<file path="src/rtl/bist_fault_map.sv">
// BIST pattern checker with per-channel fault classification.
// It regenerates the transmitter's LFSR pattern and compares it with the link.
// Each channel that mismatched is reported as stuck-high, stuck-low or
// intermittent once the run completes.
module bist_fault_map #(
  parameter int          TEST_CHANNELS = 70,
  parameter logic [31:0] SEED          = 32'hdeadbeef,
  parameter int          TEST_CASES    = 1000,
  parameter int          LINK_LATENCY  = 0
) (
  input  logic                     clk,
  input  logic                     reset_n,
  input  logic                     start,
  input  logic [TEST_CHANNELS-1:0] input_channels,
  output logic                     busy,
  output logic                     done,
  output logic                     failed,
  output logic [TEST_CHANNELS-1:0] stuck_hi,
  output logic [TEST_CHANNELS-1:0] stuck_lo,
  output logic [TEST_CHANNELS-1:0] intermittent,
  output logic [15:0]              err_cycles
);

  localparam int CW = $clog2(TEST_CASES + 1);
  localparam int LW = (LINK_LATENCY > 1) ? $clog2(LINK_LATENCY + 1) : 1;

  typedef enum logic [1:0] {S_IDLE, S_WAIT, S_CHECK, S_DONE} state_t;

  state_t                   state, state_nxt;
  logic [31:0]              lfsr;
  logic [CW-1:0]            case_cnt;
  logic [LW-1:0]            lat_cnt;
  logic [TEST_CHANNELS-1:0] saw0, saw1, mm;
  logic [TEST_CHANNELS-1:0] saw0_n, saw1_n, mm_n;
  logic [TEST_CHANNELS-1:0] exp_word, mm_word;
  logic [15:0]              err_cnt, err_n;
  logic [TEST_CHANNELS-1:0] sh_q, sl_q, int_q;
  logic                     fail_q;
  logic [15:0]              err_q;
  logic                     run_start, last_case, lat_last;

  assign run_start = start && (state == S_IDLE || state == S_DONE);
  assign last_case = (case_cnt == CW'(TEST_CASES - 1));
  assign lat_last  = (lat_cnt == LW'(LINK_LATENCY - 1));

  // State register
  always_ff @(posedge clk or negedge reset_n) begin
    if (!reset_n) state <= S_IDLE;
    else          state <= state_nxt;
  end

  // Next-state logic; zero latency skips WAIT entirely
  always_comb begin
    state_nxt = state;
    unique case (state)
      S_IDLE, S_DONE: if (start) state_nxt = (LINK_LATENCY == 0) ? S_CHECK : S_WAIT;
      S_WAIT:         if (lat_last) state_nxt = S_CHECK;
      S_CHECK:        if (last_case) state_nxt = S_DONE;
      default:        state_nxt = S_IDLE;
    endcase
  end

  // Outputs decoded from registered state and registered results
  always_comb begin
    busy         = (state == S_WAIT) || (state == S_CHECK);
    done         = (state == S_DONE);
    failed       = done & fail_q;
    stuck_hi     = done ? sh_q  : '0;
    stuck_lo     = done ? sl_q  : '0;
    intermittent = done ? int_q : '0;
    err_cycles   = done ? err_q : '0;
  end

  // Expected word: LFSR replicated across channels, odd 32-bit groups inverted
  always_comb begin
    exp_word = '0;
    for (int unsigned i = 0; i < TEST_CHANNELS; i++)
      exp_word[i] = lfsr[i % 32] ^ 1'(i / 32);
    mm_word = input_channels ^ exp_word;
    saw0_n  = saw0 | ~input_channels;
    saw1_n  = saw1 | input_channels;
    mm_n    = mm | mm_word;
    err_n   = ((|mm_word) && (err_cnt != 16'hffff)) ? err_cnt + 16'd1 : err_cnt;
  end

  // Pattern generator, counters, sticky flags and result capture
  always_ff @(posedge clk or negedge reset_n) begin
    if (!reset_n) begin
      lfsr     <= '0;
      case_cnt <= '0;
      lat_cnt  <= '0;
      saw0     <= '0;
      saw1     <= '0;
      mm       <= '0;
      err_cnt  <= '0;
      sh_q     <= '0;
      sl_q     <= '0;
      int_q    <= '0;
      fail_q   <= 1'b0;
      err_q    <= '0;
    end else if (run_start) begin
      lfsr     <= SEED;
      case_cnt <= '0;
      lat_cnt  <= '0;
      saw0     <= '0;
      saw1     <= '0;
      mm       <= '0;
      err_cnt  <= '0;
      sh_q     <= '0;
      sl_q     <= '0;
      int_q    <= '0;
      fail_q   <= 1'b0;
      err_q    <= '0;
    end else if (state == S_WAIT) begin
      lat_cnt <= lat_cnt + LW'(1);
    end else if (state == S_CHECK) begin
      lfsr     <= {lfsr[30:0], lfsr[31] ^ lfsr[21] ^ lfsr[1] ^ lfsr[0]};
      case_cnt <= case_cnt + CW'(1);
      saw0     <= saw0_n;
      saw1     <= saw1_n;
      mm       <= mm_n;
      err_cnt  <= err_n;
      // Final compare folds into the captured results on the same edge
      if (last_case) begin
        sh_q   <= mm_n & ~saw0_n;
        sl_q   <= mm_n & ~saw1_n;
        int_q  <= mm_n & saw0_n & saw1_n;
        fail_q <= |mm_n;
        err_q  <= err_n;
      end
    end
  end

endmodule
</file>
<file path="config.mk">
export PLATFORM = sky130hd
export DESIGN_NAME = bist_fault_map
export DESIGN_NICKNAME = d
export VERILOG_FILES = /design/src/rtl/bist_fault_map.sv
export SDC_FILE = /design/constraint.sdc
export NUM_CORES = 1
export LEC_CHECK = 0
export BUFFER_PORTS_ARGS = -buffer_cell sky130_fd_sc_hd__buf_4
export CAP_MARGIN = 20
export CORE_MARGIN = 5
export CORE_UTILIZATION = 55
export CTS_BUF_LIST = sky130_fd_sc_hd__clkbuf_4 sky130_fd_sc_hd__clkbuf_8 sky130_fd_sc_hd__clkbuf_16
export CTS_CLUSTER_SIZE = 40
export DETAILED_ROUTE_END_ITERATION = 10
export PLACE_DENSITY = 0.75
export SLEW_MARGIN = 20
export SYNTH_ARGS = -nofsm -noshare
export SYNTH_HDL_FRONTEND = slang
export SYNTH_SLANG_ARGS = --single-unit
</file>
<file path="constraint.sdc">
create_clock -name clk -period 2.85 [get_ports clk]
set_input_delay 0.4275 -clock clk [delete_from_list [all_inputs] [get_ports clk]]
set_output_delay 0.4275 -clock clk [all_outputs]
set_load 0.005 [all_outputs]
</file>
Yosys cells after proc, flatten, opt, wreduce, memory -nomap -nowiden
Index checks and enable logic that the tools add are counted.
W data, S select, Z words.
- bits in registers: 498
- latch bits: 0
- RAM bits: 0
- bits in read-only memories: 0
- input bits: 73
- word-level logic and storage cells: 135
- memories: 0
- add/subtract/negate cells: 3
- multipliers: 0
- divide/modulo/power cells: 0
- $lt $le $gt $ge: 0
- equality and inequality tests: 9
- shift operators: 0
- multiplexer cells: 49
- bitwise gates (word level): 47
- reductions and logical operators: 14
- operator list (kind ; count):
    $mux W70 ; 24
    $and A70 B70 Y70 ; 4
    $not A70 Y70 ; 3
    $or A70 B70 Y70 ; 3
    $mux W16 ; 9
    $reduce_or A70 Y1 ; 2
    $mux W32 ; 3
    $xor A70 B70 Y70 ; 1
    $not A1 Y1 ; 32
    $mux W10 ; 3
    $add A16 B1 Y16 const B ; 1
    $ne A16 B16 Y1 const B ; 1
    $add A10 B1 Y10 const B ; 1
    $eq A10 B10 Y1 const B ; 1
    $ne A2 B2 Y1 const B ; 4
    $mux W1 ; 6
    $mux W2 ; 3
    $pmux W2 S3 ; 1
    $reduce_and A3 Y1 ; 2
    $reduce_bool A2 Y1 ; 3
    $eq A2 B2 Y1 const B ; 2
    $xor A1 B1 Y1 ; 3
    $eq A2 B1 Y1 const B ; 1
    $logic_and A1 B1 Y1 ; 2
    6 further kinds ; 7

Longest topological paths before layout
Gate-level depths: netlist of run 1.
- depth in word-level cells: 9
- gate-level depth with buffers: 11

Worst setup path after synthesis of run 1
Ideal clock, no wire load.
- kind: reg-to-reg
- start: reg lfsr[21]
- end: reg err_cnt[8]
- arrival time: 2215 ps
- setup slack: 511 ps
- stages on the path, launching flop included: 9
- cell sequence: dfrtp_1 -> clkbuf_1 -> xor2_1 -> nor4_1 -> nand4_1 -> nor4_4 -> a21oi_2 -> and3_1 -> a211o_1
- cells in the longest elaborated chain, start to end: 8
- RTL lines (what ; line ; source):
    from (decl) ; 30 ; logic [31:0] lfsr;
    from (signal assigned) ; 117 ; lfsr <= {lfsr[30:0], lfsr[31] ^ lfsr[21] ^ lfsr[1] ^ lfsr[0]};
    $not A1 Y1 (no line) ; n/a ;
    $xor A70 B70 Y70 * ; 79 ; mm_word = input_channels ^ exp_word;
    $reduce_or A70 Y1 * ; 83 ; err_n = ((|mm_word) && (err_cnt != 16'hffff)) ? err_cnt + 16'd1 : err_cnt;
    $logic_and A1 B1 Y1 * ; 83 ;
    $mux W16 * ; 83 ;
    $mux W16 * ; 116 ; end else if (state == S_CHECK) begin
    $mux W16 * ; 114 ; end else if (state == S_WAIT) begin
    $mux W16 * ; 101 ; end else if (run_start) begin
    to (signal assigned) ; 122 ; err_cnt <= err_n;
    to (decl) ; 36 ; logic [15:0] err_cnt, err_n;
Mark *: on every way between the ends. The rest lies on a longest branch, timed or not. The select of a mux whose other input is x is not followed.
A chain may end at the register's enable or synchronous reset.

Worst setup path after layout of run 1
- start: reg lfsr[1]
- end: reg err_cnt[7]
Same word-level chain as after synthesis.

==> key figures, run 1 <==
Run status
  • Result of the run: completed

GRT
  • Global-route usage over all layers: 29.98%
  • Vias in the first global route: 18730
  • Grt ovf: 0
  • Global-route wire length before repair: 107500 microns
  • Maximum number of pins on one net before global-route repair: 231
  • Antenna violations before repair: 1

Critical path
  • Kind of start point of the critical path: flip-flop
  • Type of destination of the critical path: flip-flop
  • Register-to-register path setup slack: 0.07 ns
  • Top fanout value on the critical path: 9
  • Endpoint required time on the critical path: 3.30 ns
  • Crit Reg-Reg Startpoint: lfsr[1]
  • Worst reg2reg endpoint: err_cnt[7]
  • Category of the critical setup timing path: flip-flop to flip-flop
  • Arrival time at the worst endpoint: 3.23 ns
  • Path depth of the worst reg2reg path: 8

Yosys
  • Most used flip-flop cell after synthesis: sky130_fd_sc_hd__dfrtp_1
  • Fraction of synthesized cell area taken by the top area cell type: 54.65%
  • Netlist Area Pre-Place: 22800 sq um
  • Cell type contributing the most total cell area after synthesis: sky130_fd_sc_hd__dfrtp_1
  • Post-synth EDFFs: 0
  • Count of mapped cells out of synthesis: 2422
  • Share of synthesized area occupied by flip-flops and latches: 54.65%
  • Ranking of synthesized cells by instance count: sky130_fd_sc_hd__dfrtp_1 (498), sky130_fd_sc_hd__nor2_1 (382), sky130_fd_sc_hd__nand2_1 (271)
  • Most frequently used cell type in the post-synthesis netlist: sky130_fd_sc_hd__dfrtp_1
  • Post-synth ARST share: 100.0%
  • Yosys Warn Count: 0
  • Syn Area/Cell: 9.415 sq um
  • Post-Syn Nets: 2500
  • Top cells by area in the synthesized netlist: sky130_fd_sc_hd__dfrtp_1 (55%), sky130_fd_sc_hd__nor2_1 (6.3%), sky130_fd_sc_hd__and2_1 (6.3%)
  • Number of flip-flops and latches in the synthesized netlist: 498
  • Synth cell types: 54

Pwr
  • Total leakage power: 12.13 nW
  • Part of the power in combinational logic: 16.6%
  • P_int: 13.27 mW
  • Clock network power share: 36.6%
  • Net load switching power: 5.793 mW
  • Total power consumption of the routed design: 19.07 mW
  • Switching fraction of total power: 30.38%
  • Fraction of power consumed by sequential logic: 46.8%
  • Cell Pwr Density: 687.0 nW/um^2
  • Peak supply drop: 0.4260 mV

Floorplan
  • Die outline width: 213.6 microns
  • Number of rows created at floorplan: 74
  • Core region area: 40920 sq um
  • Overall die area: 45630 sq um
  • Die span in y: 213.6 microns
  • Starting density of the core: 55.72%
  • Number of primary I/O pins: 302

Placement
  • DP Worst Slack: 0.08691 ns
  • Number of port buffers: 301
  • Area after detailed placement: 25960 sq um
  • Post-detail-place hpwl: 47810 microns
  • Routability-driven placement congestion ratio: 0.9400

Clock network
  • TritonCTS clock tree: done
  • Number of sinks on the clock net: 498
  • Number of buffers created by CTS: 50
  • Clock transition at the registers of the reported paths: 0.06 ns
  • Number of setup buffers added after CTS: 0
  • H-Tree Depth: 2
  • Clock tree root driver cell: sky130_fd_sc_hd__clkbuf_16
  • CTS Buffer Depth: 3
  • Clk Latency, worst-skew pair: 0.59 ns

Timing
  • Tightest Pin Transition: 1.109 ns
  • Ratio of final minimum period to clock period: 97.59%
  • Max Fclk: 359.5 MHz
  • Number of setup violations in the final report: 0
  • Number of failing hold endpoints at the final stage: 0
  • Time the worst path needs with I/O delays and setup: 2.781 ns
  • Tightest slew margin relative to the limit: 26.03%
  • Number of max-slew violations in the final report: 0
  • Setup TNS: 0 ns
  • PnR worst setup slack: 0.06865 ns
  • RSZ-0062 raised after global routing: no
  • Maximum clock skew at final layout: 0.01649 ns

Min path
  • Hold depth: 2
  • Hold path startpoint: input_channels[7]
  • Worst min-delay path endpoint: sl_q[7]
  • Hold/Removal Path Class: primary input to flip-flop

Detailed routing
  • Post-route ant nets: 0
  • First drt pass iteration count: 6
  • DR WL/cell: 21.12 microns
  • Final wirelength: 69010 microns
  • Number of vias per cell: 5.844
  • Routed vias: 19100
  • Iter 0 DRT Violations: 1692
  • DRC violations left: 0

Finish
  • NumNets Final: 2774
  • Layout cell share with drive strength beyond 1: 17.18%
  • Post-route standard cell area excluding fillers: 27760 sq um
  • Area added between synthesis and finish: 21.72%

Job
  • Max-cap viol count: 0
-- layer usage --
layer	up-vias	wire length (microns)	track usage (%)
li1	8760	-	-
met3	116	5760	6.628
met4	0	2016	9.342
met2	745	31440	45.28
met5	-	0	0
met1	9477	29790	44.01
-- power groups by stage --
| stage | clock network, mW | logic (mW) | registers (mW) |
|---|---|---|---|
| after floorplan | 0 | 2.08 | 8.49 |
| after global placement | 0 | 3.01 | 8.96 |
| after detailed placement | 0 | 3.08 | 8.99 |
| after CTS | 7.05 | 3.11 | 8.87 |
| after global routing | 7.34 | 3.47 | 9.01 |
| final | 6.97 | 3.17 | 8.92 |
-- final cells by class --
| class | instances | area [sq um] |
|---|---|---|
| diodes | 1 | 2.502 |
| clock buffers | 77 | 1553 |
| clock inverters | 14 | 203.9 |
| fillers | 3198 | 13170 |
| inverters | 11 | 41.29 |
| multi-input cells | 1773 | 9849 |
| flip-flops and latches | 498 | 12460 |
| well taps | 532 | 665.6 |
| repair buffers | 362 | 2978 |
-- critical path, cell delays in order, from the launching register on --
cell                      delay (ns)
sky130_fd_sc_hd__dfrtp_1        0.59
sky130_fd_sc_hd__xnor2_1        0.25
sky130_fd_sc_hd__nor4_1         0.68
sky130_fd_sc_hd__nand4_1        0.18
sky130_fd_sc_hd__nor4_1         0.22
sky130_fd_sc_hd__buf_4          0.19
sky130_fd_sc_hd__nand2_1        0.22
sky130_fd_sc_hd__a32oi_1        0.26
sky130_fd_sc_hd__nand2_1        0.07
-- registers in the layout, summed over array words and instances, names as in the netlist --
name      count
int_q        70
mm           70
saw0         70
saw1         70
sh_q         70
sl_q         70
lfsr         32
err_cnt      16
err_q        16
case_cnt     10
state         2
fail_q        1
lat_cnt       1
-- timing repair --
item / 4_1_cts / 5_1_grt
gates resized for setup: 0 / 4
endpoints found under the setup margin: 0 / 5
hold buffers: 1 / 0
endpoints found under the hold margin: 37 / 0
-- placed cells by master (no fill, tap or decap), types with 4 or more instances in the layout --
| master | n |
|---|---|
| sky130_fd_sc_hd__inv_1 | 11 |
| sky130_fd_sc_hd__nor2_1 | 379 |
| sky130_fd_sc_hd__nor4_1 | 50 |
| sky130_fd_sc_hd__a22o_1 | 11 |
| sky130_fd_sc_hd__or3_1 | 5 |
| sky130_fd_sc_hd__nand3_1 | 33 |
| sky130_fd_sc_hd__nand2b_1 | 68 |
| sky130_fd_sc_hd__clkinv_2 | 6 |
| sky130_fd_sc_hd__nor3b_1 | 4 |
| sky130_fd_sc_hd__ha_1 | 4 |
| sky130_fd_sc_hd__a21o_1 | 4 |
| sky130_fd_sc_hd__clkbuf_8 | 13 |
| sky130_fd_sc_hd__o31ai_1 | 71 |
| sky130_fd_sc_hd__clkbuf_16 | 51 |
| sky130_fd_sc_hd__nand2_1 | 270 |
| sky130_fd_sc_hd__dfrtp_1 | 498 |
| sky130_fd_sc_hd__and3_1 | 8 |
| sky130_fd_sc_hd__nand4_1 | 17 |
| sky130_fd_sc_hd__a21oi_1 | 146 |
| sky130_fd_sc_hd__o22a_1 | 19 |
| sky130_fd_sc_hd__a31oi_1 | 7 |
| sky130_fd_sc_hd__o21ai_0 | 220 |
| sky130_fd_sc_hd__a211oi_1 | 5 |
| sky130_fd_sc_hd__nor3_1 | 8 |
| sky130_fd_sc_hd__buf_4 | 340 |
| sky130_fd_sc_hd__mux2i_1 | 72 |
| sky130_fd_sc_hd__o311ai_0 | 5 |
| sky130_fd_sc_hd__o211ai_1 | 7 |
| sky130_fd_sc_hd__a211o_1 | 4 |
| sky130_fd_sc_hd__buf_12 | 20 |
| sky130_fd_sc_hd__and2_1 | 229 |
| sky130_fd_sc_hd__and4_1 | 4 |
| sky130_fd_sc_hd__bufinv_16 | 5 |
| sky130_fd_sc_hd__xor2_1 | 43 |
| sky130_fd_sc_hd__clkbuf_4 | 13 |
| sky130_fd_sc_hd__xnor2_1 | 40 |
-- how the worst max path moves through the flow --
stage | endpoint | cells after the start | slack [ns] | startpoint
floorplan | err_cnt[8] | 8 | 0.51 | lfsr[21]
CTS | err_cnt[6] | 8 | 0.07 | lfsr[13]
detailed placement | err_cnt[3] | 9 | 0.09 | input_channels[13]
global placement | err_cnt[6] | 9 | 0.05 | input_channels[13]
finish | err_cnt[7] | 8 | 0.07 | lfsr[1]
global route | err_cnt[11] | 7 | 0.04 | lfsr[5]
-- cell families (layout without fill, tap and decap cells) --
group           after synthesis  in the layout  share of synthesized area (%)
xor+xnor                     86             86                          3.303
simple gates               1087           1087                          22.59
compound gates              522            522                          13.45
flops                       498            498                          54.65
buf+inv                     151            464                          2.519
fa+ha+maj                     5              5                         0.2743
other cells                   0              1                              0
mux                          73             73                          3.210
-- through the flow --
step	util (%)	hold slack (ns)	std cells
after global routing	67.82	0.06932	3268
after global placement	63.43	0.3519	3175
after CTS	67.74	0.05534	3267
after floorplan	-	0.1319	2422
after detailed placement	63.43	0.3584	3175
final	67.82	0.07900	3268
(Power assumes the default switching activity.)
==> run 2: changes to the inputs <==
--- a/config.mk
+++ b/config.mk
@@ -8,11 +8,11 @@
 export BUFFER_PORTS_ARGS = -buffer_cell sky130_fd_sc_hd__buf_4
 export CAP_MARGIN = 20
 export CORE_MARGIN = 5
-export CORE_UTILIZATION = 55
+export CORE_UTILIZATION = 58
 export CTS_BUF_LIST = sky130_fd_sc_hd__clkbuf_4 sky130_fd_sc_hd__clkbuf_8 sky130_fd_sc_hd__clkbuf_16
 export CTS_CLUSTER_SIZE = 40
 export DETAILED_ROUTE_END_ITERATION = 10
-export PLACE_DENSITY = 0.75
+export PLACE_DENSITY = 0.78
 export SLEW_MARGIN = 20
 export SYNTH_ARGS = -nofsm -noshare
 export SYNTH_HDL_FRONTEND = slang
==> run 2 against run 1 <==
Effect of this change: register-to-register slack improved by 0.04 ns; combinational power is 3% higher; routed wire length up 0.36%; sequential share of layout area grew 0.11 points; global-route usage increased by 1.2 points; critical endpoint is now err_cnt[11]; largest power group unchanged; highest routed layer unchanged.
==> key figures, run 2 (synthesis gave the netlist of run 1 again) <==
Clock network
  • Clock transition at the registers of the reported paths: 0.06 ns
  • Number of buffers created by CTS: 50
  • H-Tree Depth: 2
  • Clk Latency, worst-skew pair: 0.59 ns
  • CTS Buffer Depth: 3
  • TritonCTS clock tree: done
  • Clock tree root driver cell: sky130_fd_sc_hd__clkbuf_16
  • Number of sinks on the clock net: 498

GRT
  • Antenna violations before repair: 0
  • Global-route wire length before repair: 109500 microns
  • Grt ovf: 0
  • Global-route usage over all layers: 31.22%
  • Maximum number of pins on one net before global-route repair: 146
  • Vias in the first global route: 19190

Finish
  • NumNets Final: 2788
  • Layout cell share with drive strength beyond 1: 17.44%
  • Final instance count without filler cells: 3265
  • Area added between synthesis and finish: 21.43%
  • # diodes: 0
  • Combined flip-flop and latch cell area: 12460 sq um
  • Count of filler cells inserted in the layout: 2928
  • Leading cell type in the layout, fill and taps excluded: sky130_fd_sc_hd__dfrtp_1
  • Total area of multi-input combinational cells: 9827 sq um
  • Most used cells in the layout excluding fill and tap cells: sky130_fd_sc_hd__dfrtp_1 (498), sky130_fd_sc_hd__nor2_1 (379), sky130_fd_sc_hd__buf_4 (359), sky130_fd_sc_hd__nand2_1 (270), sky130_fd_sc_hd__and2_1 (229)

Pwr
  • Total leakage power: 12.14 nW
  • Peak supply drop: 0.4372 mV
  • Cell Pwr Density: 682.0 nW/um^2
  • Net load switching power: 5.810 mW
  • Switching fraction of total power: 30.76%
  • Part of the power in combinational logic: 17.4%
  • Total power consumption of the routed design: 18.88 mW
  • Fraction of power consumed by sequential logic: 47.1%
  • Clock network power share: 35.5%
  • P_int: 13.08 mW

Detailed routing
  • Met2 routed WL: 31530 microns
  • Topmost layer with routed signal wires: met4
  • Post-route ant nets: 0
  • DRC violations left: 0
  • DR WL/cell: 21.21 microns
  • First drt pass iteration count: 6
  • Routed vias: 19430
  • Wire length on met1: 29850 microns
  • Number of vias per cell: 5.950
  • Final wirelength: 69260 microns
  • Detail Route met3 WL: 5478 microns
  • Iter 0 DRT Violations: 1884

Critical path
  • Category of the critical setup timing path: flip-flop to flip-flop
  • Arrival time at the worst endpoint: 3.20 ns
  • Endpoint required time on the critical path: 3.31 ns
  • Kind of start point of the critical path: flip-flop
  • Top fanout value on the critical path: 9
  • Type of destination of the critical path: flip-flop

Timing
  • RSZ-0062 raised after global routing: no
  • Maximum clock skew at final layout: 0.01803 ns
  • Number of failing hold endpoints at the final stage: 0
  • Ratio of final minimum period to clock period: 96.13%
  • Setup TNS: 0 ns
  • Fin Hold WS: 0.08565 ns
  • Max Fclk: 365.0 MHz
  • Time the worst path needs with I/O delays and setup: 2.740 ns
  • Tightest Pin Transition: 0.8214 ns
  • Number of max-slew violations in the final report: 0
  • Number of setup violations in the final report: 0
  • Tightest slew margin relative to the limit: 44.66%

Floorplan
  • Die span in y: 208.3 microns
  • Overall die area: 43380 sq um
  • Starting density of the core: 58.87%
  • Number of primary I/O pins: 302
  • Core region area: 38740 sq um
  • Number of rows created at floorplan: 72
  • Die outline width: 208.3 microns

Placement
  • Post-placement cell count: 3175
  • Routability-driven placement congestion ratio: 0.9303
  • Number of port buffers: 301
  • Post-detail-place hpwl: 48640 microns

Job
  • Max-cap viol count: 0

Run status
  • Result of the run: completed

Min path
  • Hold/Removal Path Class: primary input to flip-flop
[run 2: critical path, stage by stage (launching register included)]
cell and delay (ns):
sky130_fd_sc_hd__dfrtp_1 0.48, sky130_fd_sc_hd__xnor2_1 0.60, sky130_fd_sc_hd__nor4_1 0.17, sky130_fd_sc_hd__nand4_1 0.20, sky130_fd_sc_hd__nor3_1 0.10, sky130_fd_sc_hd__a31oi_2 0.56
sky130_fd_sc_hd__nand2_1 0.19, sky130_fd_sc_hd__o311ai_0 0.33
[run 2: power groups by stage]
| stage | combinational (mW) | sequential [mW] | clock [mW] |
|---|---|---|---|
| 5_1_grt | 3.60 | 8.98 | 7.06 |
| 3_5_place_dp | 3.21 | 8.97 | 0 |
| 6_report | 3.28 | 8.90 | 6.70 |
| 4_1_cts | 3.24 | 8.85 | 6.76 |
| 3_3_place_gp | 3.10 | 8.92 | 0 |
| 2_1_floorplan | 2.08 | 8.49 | 0 |
[run 2: cell type report]
| cell class | count | area share (%) |
|---|---|---|
| inverter | 11 | 0.1491 |
| clock buffer | 78 | 5.807 |
| tap | 518 | 2.341 |
| sequential | 498 | 45.01 |
| timing repair buffer | 376 | 10.91 |
| clock inverter | 11 | 0.2982 |
| multi-input combinational | 1773 | 35.49 |
[run 2: layer usage]
metal / vias up / GRT usage [%]
li1: 8797 / -
met1: 9669 / 45.35
met2: 802 / 47.58
met3: 159 / 6.371
met4: 0 / 10.46
met5: - / 0
[run 2: path summary, 6_finish.rpt]
| path | slack, ns | start | cells past startpoint | to |
|---|---|---|---|---|
| max reg2reg | 0.11 | lfsr[28] | 7 | err_cnt[11] |
| min reg2reg | 0.47 | sl_q[68] | 2 | sl_q[68] |
| max | 0.11 | lfsr[28] | 7 | err_cnt[11] |
| max in group asynchronous | 1.56 | reset_n | 3 | sh_q[23] |
| min | 0.09 | input_channels[7] | 2 | sl_q[7] |
| min in group asynchronous | 0.43 | reset_n | 2 | int_q[48] |
[run 2: what timing repair did]
action,in CTS,in global routing
resized for setup,0,1
endpoints found under the hold margin,60,0
hold buffers,1,0
setup buffers,0,0
endpoints found under the setup margin,0,4
[run 2: through the flow]
stage / utilization [%] / area, sq um / setup WS [ns]
floorplan: - / 22800 / 0.5112
global placement: 67.07 / 25980 / 0.1569
detailed placement: 67.07 / 25980 / 0.09443
CTS: 71.46 / 27680 / 0.1975
global route: 71.48 / 27690 / 0.001971
finish: 71.48 / 27690 / 0.1103
==> run 3: changes to the inputs <==
--- a/config.mk
+++ b/config.mk
@@ -7,12 +7,14 @@
 export LEC_CHECK = 0
 export BUFFER_PORTS_ARGS = -buffer_cell sky130_fd_sc_hd__buf_4
 export CAP_MARGIN = 20
+export CELL_PAD_IN_SITES_DETAIL_PLACEMENT = 0
+export CELL_PAD_IN_SITES_GLOBAL_PLACEMENT = 2
 export CORE_MARGIN = 5
-export CORE_UTILIZATION = 58
+export CORE_UTILIZATION = 23
 export CTS_BUF_LIST = sky130_fd_sc_hd__clkbuf_4 sky130_fd_sc_hd__clkbuf_8 sky130_fd_sc_hd__clkbuf_16
 export CTS_CLUSTER_SIZE = 40
 export DETAILED_ROUTE_END_ITERATION = 10
-export PLACE_DENSITY = 0.78
+export PLACE_DENSITY = 0.53
 export SLEW_MARGIN = 20
 export SYNTH_ARGS = -nofsm -noshare
 export SYNTH_HDL_FRONTEND = slang
==> run 3 against run 2 <==
Effect of this change: utilization down 42 points; cell count up 25%; final area up 6.3%; hold slack worse by 0.036 ns; sequential power up 0.6%.
==> key figures, run 3 (synthesis gave the netlist of run 1 again) <==
Placement
  • Routability-driven placement congestion ratio: 0.7900
  • DP Worst Slack: -0.4868 ns
  • Post-detail-place hpwl: 61510 microns
  • Post-placement cell count: 3957
  • Area after detailed placement: 27070 sq um
  • Number of port buffers: 301

Detailed routing
  • Routed vias: 18750
  • Number of vias per cell: 4.596
  • Post-route ant nets: 0
  • Iter 0 DRT Violations: 1064
  • DRC violations left: 0
  • DR WL/cell: 21.47 microns
  • Final wirelength: 87560 microns
  • First drt pass iteration count: 5

Floorplan
  • Die outline width: 324.9 microns
  • Overall die area: 105500 sq um
  • Die span in y: 324.9 microns
  • Starting density of the core: 23.17%
  • Number of primary I/O pins: 302
  • Number of rows created at floorplan: 115
  • Core region area: 98420 sq um

Clock network
  • H-Tree Depth: 2
  • Clock transition at the registers of the reported paths: 0.07 ns
  • Number of sinks on the clock net: 498
  • Clock tree root driver cell: sky130_fd_sc_hd__clkbuf_16
  • TritonCTS clock tree: done
  • CTS Buffer Depth: 3
  • Number of buffers created by CTS: 61
  • Clk Latency, worst-skew pair: 0.65 ns

Finish
  • Leading cell type in the layout, fill and taps excluded: sky130_fd_sc_hd__dfrtp_1
  • NumNets Final: 2818
  • Final instance count without filler cells: 4079
  • Count of filler cells inserted in the layout: 10390
  • Area added between synthesis and finish: 29.06%
  • Layout cell share with drive strength beyond 1: 19.67%
  • Post-route standard cell area excluding fillers: 29430 sq um
  • Most used cells in the layout excluding fill and tap cells: sky130_fd_sc_hd__dfrtp_1 (487), sky130_fd_sc_hd__nor2_1 (379), sky130_fd_sc_hd__buf_4 (374), sky130_fd_sc_hd__nand2_1 (269), sky130_fd_sc_hd__and2_1 (229)
  • Final cell utilization of the core: 29.90%

Timing
  • Tightest Pin Transition: 1.073 ns
  • Ratio of final minimum period to clock period: 96.45%
  • Setup TNS: 0 ns
  • PnR worst setup slack: 0.1011 ns
  • Time the worst path needs with I/O delays and setup: 2.749 ns
  • Maximum clock skew at final layout: 0.02683 ns
  • Number of max-slew violations in the final report: 0
  • Number of failing hold endpoints at the final stage: 0
  • Number of setup violations in the final report: 0
  • Max Fclk: 363.8 MHz
  • Tightest slew margin relative to the limit: 27.70%
  • Fin Hold WS: 0.04946 ns

Run status
  • Result of the run: completed

Min path
  • Hold/Removal Path Class: primary input to flip-flop

GRT
  • Met1 capacity usage during global routing: 21.52%
  • Vias in the first global route: 19460
  • Most used routing layer: met2
  • GR Layer Usage met2: 27.84%
  • Met3 Track Usage GR: 2.480%
  • Antenna violations before repair: 3
  • Global-route usage over all layers: 16.13%
  • Maximum number of pins on one net before global-route repair: 146
  • Grt ovf: 0
  • Global-route wire length before repair: 131500 microns

Job
  • Max-cap viol count: 0

Pwr
  • Peak supply drop: 0.4607 mV
  • Total power consumption of the routed design: 20.81 mW
  • Cell Pwr Density: 707.0 nW/um^2
  • Total leakage power: 12.50 nW

Critical path
  • Kind of start point of the critical path: flip-flop
  • Top fanout value on the critical path: 9
  • Type of destination of the critical path: flip-flop
  • Category of the critical setup timing path: flip-flop to flip-flop
  • Arrival time at the worst endpoint: 3.28 ns
  • Endpoint required time on the critical path: 3.38 ns
-- run 3: changes by cell type in the layout (fill, tap and decap cells not counted), moves of 4 or more --
cell / previous run / this run
sky130_fd_sc_hd__clkbuf_16: 53 / 62
sky130_fd_sc_hd__buf_4: 359 / 374
sky130_fd_sc_hd__clkbuf_8: 15 / 20
sky130_fd_sc_hd__clkbuf_4: 10 / 19
sky130_fd_sc_hd__nor4_1: 50 / 42
sky130_fd_sc_hd__nor4_2: 1 / 7
sky130_fd_sc_hd__xnor2_2: 0 / 4
sky130_fd_sc_hd__xnor2_1: 42 / 38
sky130_fd_sc_hd__dfrtp_2: 0 / 11
sky130_fd_sc_hd__dfrtp_1: 498 / 487
-- run 3: worst paths after layout --
check	from	endpoint	slack, ns	cells past startpoint
hold / removal	input_channels[40]	sl_q[40]	0.05	2
setup / recovery	lfsr[27]	err_q[2]	0.10	9
max in group asynchronous	reset_n	sl_q[7]	1.59	3
hold reg to reg	sl_q[68]	sl_q[68]	0.47	2
setup reg to reg	lfsr[27]	err_q[2]	0.10	9
min in group asynchronous	reset_n	saw0[31]	0.39	2
-- run 3: routing by layer --
layer	part of all wire, %	wire length [microns]	vias to the layer above
li1	-	-	8879
met1	45	39760	9424
met2	49	42800	348
met3	3.7	3215	95
met4	2.0	1763	2
met5	0.023	20	-
-- run 3: what timing repair did --
| action | CTS | global route |
|---|---|---|
| hold endpoints to repair | 51 | 0 |
| resized for setup | 7 | 26 |
| setup buffers | 0 | 4 |
| pin swaps | 0 | 10 |
| endpoints found under the setup margin | 21 | 22 |
| hold buffers | 3 | 0 |
-- run 3: worst max-delay path, stage by stage, from the launching register on --
cell                       delay (ns)
sky130_fd_sc_hd__dfrtp_1         0.51
sky130_fd_sc_hd__xor2_2          0.28
sky130_fd_sc_hd__nor4_1          0.26
sky130_fd_sc_hd__nand4_1         0.26
sky130_fd_sc_hd__buf_4           0.24
sky130_fd_sc_hd__nor4_4          0.31
sky130_fd_sc_hd__buf_12          0.17
sky130_fd_sc_hd__a211oi_1        0.11
sky130_fd_sc_hd__xnor2_1         0.40
sky130_fd_sc_hd__o21ai_1         0.10
-- run 3: area by class of cell --
cell class / count / area [sq um] / share of cell area [%]
antenna: 1 / 2.502 / 0.008503
clock buffer: 101 / 1969 / 6.692
clock inverter: 13 / 173.9 / 0.5910
inverter: 11 / 41.29 / 0.1403
multi-input combinational: 1773 / 9963 / 33.85
sequential: 498 / 12480 / 42.39
tap: 1287 / 1610 / 5.472
timing repair buffer: 395 / 3193 / 10.85
-- run 3: power by group --
group | switching [mW] | internal (mW)
Combinational | 2.18 | 1.43
Sequential | 1.07 | 7.87
Clock | 3.29 | 4.97
